[src/rtl/fsm_fetch_pkg.sv]
// Shared definitions for the fetch and decode stages: SIZE-derived widths,
// the HALT instruction word and the fetch FSM state encoding.
package fsm_fetch_pkg;

    localparam int unsigned DefaultSize = 4;

    // Field widths derived from the datapath size; the decode stage uses the same split.
    function automatic int unsigned opcode_width(input int unsigned size);
        return size - 1;
    endfunction

    function automatic int unsigned operand_width(input int unsigned size);
        return size - 2;
    endfunction

    // Instruction word is {opcode, operand1, operand2}.
    function automatic int unsigned word_width(input int unsigned size);
        return 2 * size - 1;
    endfunction

    localparam int unsigned OpcodeW  = opcode_width(DefaultSize);
    localparam int unsigned OperandW = operand_width(DefaultSize);
    localparam int unsigned WordW    = word_width(DefaultSize);

    // An all-ones word terminates the program and is never issued.
    localparam logic [WordW-1:0] HaltWord = '1;

    typedef enum logic [1:0] {
        StIdle = 2'd0,
        StRun  = 2'd1,
        StHalt = 2'd2
    } fetch_state_e;

endpackage

[src/rtl/fsm_prog_mem.sv]
// Program storage: synchronous write, combinational read, no reset so the
// program survives a fetch-stage reset.
module fsm_prog_mem #(
    parameter int unsigned Width = 7,
    parameter int unsigned Depth = 16
) (
    input  logic                     clk_i,
    input  logic                     we_i,
    input  logic [$clog2(Depth)-1:0] waddr_i,
    input  logic [Width-1:0]         wdata_i,
    input  logic [$clog2(Depth)-1:0] raddr_i,
    output logic [Width-1:0]         rdata_o
);

    logic [Width-1:0] mem_q [Depth];

    // Write port; contents are intentionally left untouched by any reset.
    always_ff @(posedge clk_i) begin
        if (we_i) begin
            mem_q[waddr_i] <= wdata_i;
        end
    end

    assign rdata_o = mem_q[raddr_i];

endmodule

[src/rtl/fsm_fetch.sv]
// Instruction fetch stage: walks program memory from address 0 on start,
// issuing one registered instruction per unstalled cycle until a HALT word
// or the last address is reached.
module fsm_fetch
    import fsm_fetch_pkg::*;
#(
    parameter int unsigned SIZE     = DefaultSize,
    parameter int unsigned PROG_LEN = 16
) (
    input  logic                              clk,
    input  logic                              rst,
    input  logic                              start,
    input  logic                              stall,
    input  logic                              prog_we,
    input  logic [$clog2(PROG_LEN)-1:0]       prog_addr,
    input  logic [word_width(SIZE)-1:0]       prog_data,
    output logic [opcode_width(SIZE)-1:0]     opcode,
    output logic [operand_width(SIZE)-1:0]    operand1,
    output logic [operand_width(SIZE)-1:0]    operand2,
    output logic                              instr_valid,
    output logic [$clog2(PROG_LEN)-1:0]       pc,
    output logic                              busy,
    output logic                              done
);

    localparam int unsigned OpW   = opcode_width(SIZE);
    localparam int unsigned OprW  = operand_width(SIZE);
    localparam int unsigned WrdW  = word_width(SIZE);
    localparam int unsigned AddrW = $clog2(PROG_LEN);

    localparam logic [AddrW-1:0] LastAddr = AddrW'(PROG_LEN - 1);
    localparam logic [WrdW-1:0]  HaltW    = {WrdW{1'b1}};

    fetch_state_e      state_q;
    logic [AddrW-1:0]  pc_q;
    logic [OpW-1:0]    opcode_q;
    logic [OprW-1:0]   operand1_q;
    logic [OprW-1:0]   operand2_q;
    logic              instr_valid_q;
    logic [WrdW-1:0]   fetch_word;
    logic              mem_we;

    // The program may only be rewritten while the fetch is not walking it.
    assign mem_we = prog_we && !rst && (state_q != StRun);

    fsm_prog_mem #(
        .Width (WrdW),
        .Depth (PROG_LEN)
    ) u_prog_mem (
        .clk_i   (clk),
        .we_i    (mem_we),
        .waddr_i (prog_addr),
        .wdata_i (prog_data),
        .raddr_i (pc_q),
        .rdata_o (fetch_word)
    );

    // Fetch FSM with registered instruction outputs.
    always_ff @(posedge clk) begin
        if (rst) begin
            state_q       <= StIdle;
            pc_q          <= '0;
            opcode_q      <= '0;
            operand1_q    <= '0;
            operand2_q    <= '0;
            instr_valid_q <= 1'b0;
        end else begin
            case (state_q)
                StIdle, StHalt: begin
                    // Outputs drop to zero the cycle after the last issue.
                    opcode_q      <= '0;
                    operand1_q    <= '0;
                    operand2_q    <= '0;
                    instr_valid_q <= 1'b0;
                    if (start) begin
                        state_q <= StRun;
                        pc_q    <= '0;
                    end
                end
                StRun: begin
                    if (!stall) begin
                        if (fetch_word == HaltW) begin
                            // pc stays on the HALT word's address.
                            opcode_q      <= '0;
                            operand1_q    <= '0;
                            operand2_q    <= '0;
                            instr_valid_q <= 1'b0;
                            state_q       <= StHalt;
                        end else begin
                            {opcode_q, operand1_q, operand2_q} <= fetch_word;
                            instr_valid_q <= 1'b1;
                            if (pc_q == LastAddr) begin
                                state_q <= StHalt;
                            end else begin
                                pc_q <= pc_q + 1'b1;
                            end
                        end
                    end
                end
                default: begin
                    state_q <= StIdle;
                end
            endcase
        end
    end

    assign opcode      = opcode_q;
    assign operand1    = operand1_q;
    assign operand2    = operand2_q;
    assign instr_valid = instr_valid_q;
    assign pc          = pc_q;
    assign busy        = (state_q == StRun);
    assign done        = (state_q == StHalt);

endmodule

[config.mk]
export PLATFORM = sky130hd
export DESIGN_NAME = fsm_fetch
export DESIGN_NICKNAME = d
export VERILOG_FILES = /design/src/rtl/fsm_fetch_pkg.sv /design/src/rtl/fsm_prog_mem.sv /design/src/rtl/fsm_fetch.sv
export SDC_FILE = /design/constraint.sdc
export NUM_CORES = 1
export LEC_CHECK = 0
export CORE_ASPECT_RATIO = 0.7
export CORE_MARGIN = 2
export CORE_UTILIZATION = 51
export DETAILED_ROUTE_END_ITERATION = 10
export MAX_ROUTING_LAYER = met4
export PLACE_DENSITY = 0.76
export SETUP_SLACK_MARGIN = 0.4
export SYNTH_ARGS = -nofsm -noshare
export SYNTH_HDL_FRONTEND = slang
export SYNTH_SLANG_ARGS = --single-unit
[constraint.sdc]
create_clock -name clk -period 2.67 [get_ports clk]
set_clock_uncertainty 0.15 [all_clocks]
set_input_delay 0.4005 -clock clk [delete_from_list [all_inputs] [get_ports clk]]
set_output_delay 0.4005 -clock clk [all_outputs]
set_load 0.02 [all_outputs]
==> results.md <==
* Post-route DRC violation count at 0
* Commonest non-fill, non-tap cell in the layout: edfxtp_1
* Most frequent cells in the layout: edfxtp_1 (112), buf_4 (37), mux4_2 (28), clkdlybuf4s50_1 (28), nor2_1 (20)
* Detailed Route WL at 11.58 mm
* Vias per cell at 5.899
* WL/cell at 23.35 um
* DP HPWL at 7.514 mm
* Gr usage total at 0.2421
* CP Launch Type: flop
* Max IR drop VDD at 0.5346 mV
* PD cells at 723.2 mW/mm^2
* Library cells used by synthesis at 40
* Fin. Hold Viols at 0
* CP bufs+invs at 1
* Inserted Diodes at 0
* Stages on worst setup path at 7
* Tmin final at 2.539 ns
* Critical Path RT at 2.81 ns
* I/O Pins at 30
* Top post-synthesis cells by area: edfxtp_1 (66%), mux4_2 (12%), dfxtp_1 (7.1%), mux2i_1 (2.4%), nor2_1 (1.5%)
* Worst-path clk slew at 0.06 ns
* Cell Chain, Critical Path: buf_12, mux4_2, mux4_2, nand3_2, nand4bb_4, nand2_4, a31o_1
* Setup TNS at 0 ns
* Vias at 2,926
* Pin count of the biggest net entering global routing at 21
* Pre-CTS setup slack at 0.08139 ns
* Cell taking the most area after synthesis: edfxtp_1
* Clock latency on the worst-skew pair at 0.42 ns
* Antenna violations before repair at 0
* Top delay family on crit path: multiplexers
* Yosys top cell area share at 0.6588
* Leak pwr at 2.239 nW
* Die span in y at 87.71 um
* Max-Cap Viols at 0
* Most common cell on crit path: mux4_2
* R2R cell count at 7
* Starting Density at 0.5251
* Synth Instances at 273
* Cell chosen for the clock root: clkbuf_16
* Status: completed
* Yosys Warn Count at 0
* Final global-route overflow total at 0
* Length of the first detailed-routing pass in iterations at 5
* Clock tree from TritonCTS: yes
* Synthesized cell area at 0.005105 sq mm
* Sequential cell area fraction in the yosys report at 0.7294
* CTS sink cnt at 130
* CP max FO at 8
* 1st-iter DRT viols at 352
* Max Buffers Root-to-Sink at 2
* Slew margin rel. at 0.6089
* First-pass GRT wire length at 17.51 mm
* Setup violations, final at 0
* Final period util at 0.9511
* Vias in the first global route at 2,936
* Hold_buf cts at 0
* Area of the core at 0.009722 sq mm
* Number of H-tree levels at 4
* Upper clock frequency limit at 393.8 MHz
* FP Rows at 30
* Highest-delay cell along the critical path: mux4_2
* Hold/Removal Path Class: reg -> reg
* TritonCTS Buffers at 17
* Worst setup margin at 0.1306 ns
* Fin. max-slew vios at 0
* Die W at 123.6 um
* Post-synth EDFFs at 112
* Share of cells above drive strength 1 at 0.3234
* Top_reg_cell synth: edfxtp_1
* Syn_nets at 290
* Placer Congestion at 0.8928
* Syn_area_per_cell at 18.70 sq um
* Crit Path Class: reg -> reg
* Area Growth Syn to Fin at 29.00%
* DRT antenna net count at 0
* Worst slew pin tran at 0.5849 ns
* Ys async rst share at 0
* Die area at 0.01084 sq mm
* Nets at 372
* RSZ-0062 raised after global routing: true
* Nature of the critical path endpoint: flop
* FF+latch count, synth at 130
* Flop-to-flop setup slack at 0.13 ns
* Max incr delay on CP at 0.54 ns
* Worst EP arrival at 2.68 ns
* Port Buffers at 29
==> synth_stat cells, types with 2 or more instances <==
library cell / n
edfxtp_1: 112
mux4_2: 28
nor2_1: 20
dfxtp_1: 18
mux2i_1: 12
nand2_1: 10
nor3_1: 7
a32o_1: 6
inv_1: 5
nand2b_1: 5
a221oi_1: 4
nand3_1: 4
buf_6: 3
clkbuf_1: 3
a21o_1: 2
a21oi_1: 2
a31o_1: 2
a32oi_1: 2
and3_1: 2
buf_4: 2
nand3b_1: 2
nor2b_1: 2
o21ai_1: 2
o31ai_1: 2
==> metrics by stage <==
stage | hold slack, ns | utilization | instances | instance area [sq um] | power (mW)
2_1_floorplan | 0.3354 | - | 273 | 5156 | 2.373
3_3_place_gp | 0.3025 | 0.5972 | 454 | 5806 | 2.456
3_5_place_dp | 0.3044 | 0.5972 | 454 | 5806 | 2.461
4_1_cts | 0.3126 | 0.6689 | 492 | 6502 | 4.778
5_1_grt | 0.3364 | 0.6773 | 496 | 6585 | 4.901
6_report | 0.3043 | 0.6773 | 496 | 6585 | 4.762
==> per-layer routing <==
| layer | vias to the layer above | track usage | share of wire |
|---|---|---|---|
| met1 | 1509 | 0.3447 | 0.44 |
| li1 | 1278 | - | - |
| met3 | 16 | 0.06380 | 0.073 |
| met4 | 0 | 0.08781 | 0.012 |
| met2 | 123 | 0.3392 | 0.47 |
| met5 | - | - | 0 |
==> worst reg2reg max path, delay by kind of cell, from the launching register on <==
family	cells	cell delay (ns)
muxes	2	1.06
AOI/OAI and AO/OA	1	0.22
DFF	1	0.42
and+or+nand+nor	3	0.41
buffers and inverters	1	0.16
==> registers in the layout, summed over array words and instances, names as in the netlist, named ones only <==
register	cells
instr_valid	1
operand2	2
u_prog_mem.mem_q	112
operand1	2
pc	4
state_q	2
opcode	3
==> worst min-delay path by stage <==
stage                             end  depth (start not counted)        start
final                     operand2[1]                          2  operand2[1]
after global placement    operand2[1]                          2  operand2[1]
after detailed placement  operand2[1]                          2  operand2[1]
after CTS                 operand2[1]                          2  operand2[1]
after global routing      operand2[1]                          2  operand2[1]
after floorplan           instr_valid                          2   state_q[0]
==> kinds of logic after synthesis <==
logic type / synth area share
flops: 0.7294
simple gates: 0.05490
mux: 0.1471
compound gates: 0.04608
buf+inv: 0.02009
fa+ha+maj: 0.002451
==> area by class of cell <==
| class | instances | area (sq um) |
|---|---|---|
| Sequential cell | 130 | 3727 |
| Fill cell | 613 | 3137 |
| Multi-Input combinational cell | 127 | 1374 |
| Timing Repair Buffer | 73 | 705.7 |
| Clock buffer | 17 | 425.4 |
| Clock inverter | 15 | 170.2 |
| Tap cell | 128 | 160.2 |
| Inverter | 6 | 22.52 |
==> where the power goes <==
group	switching, mW	internal (mW)
logic	0.108	0.107
clock network	0.917	1.40
registers	0.0101	2.22
total	1.04	3.73
==> what timing repair did <==
item | 4_1_cts | 5_1_grt
gates cloned | 1 | 1
setup buffers | 5 | 3
pin swaps | 7 | 3
endpoints found under the setup margin | 19 | 18
gates resized for setup | 10 | 6
Power figures use the tool's default switching activity.
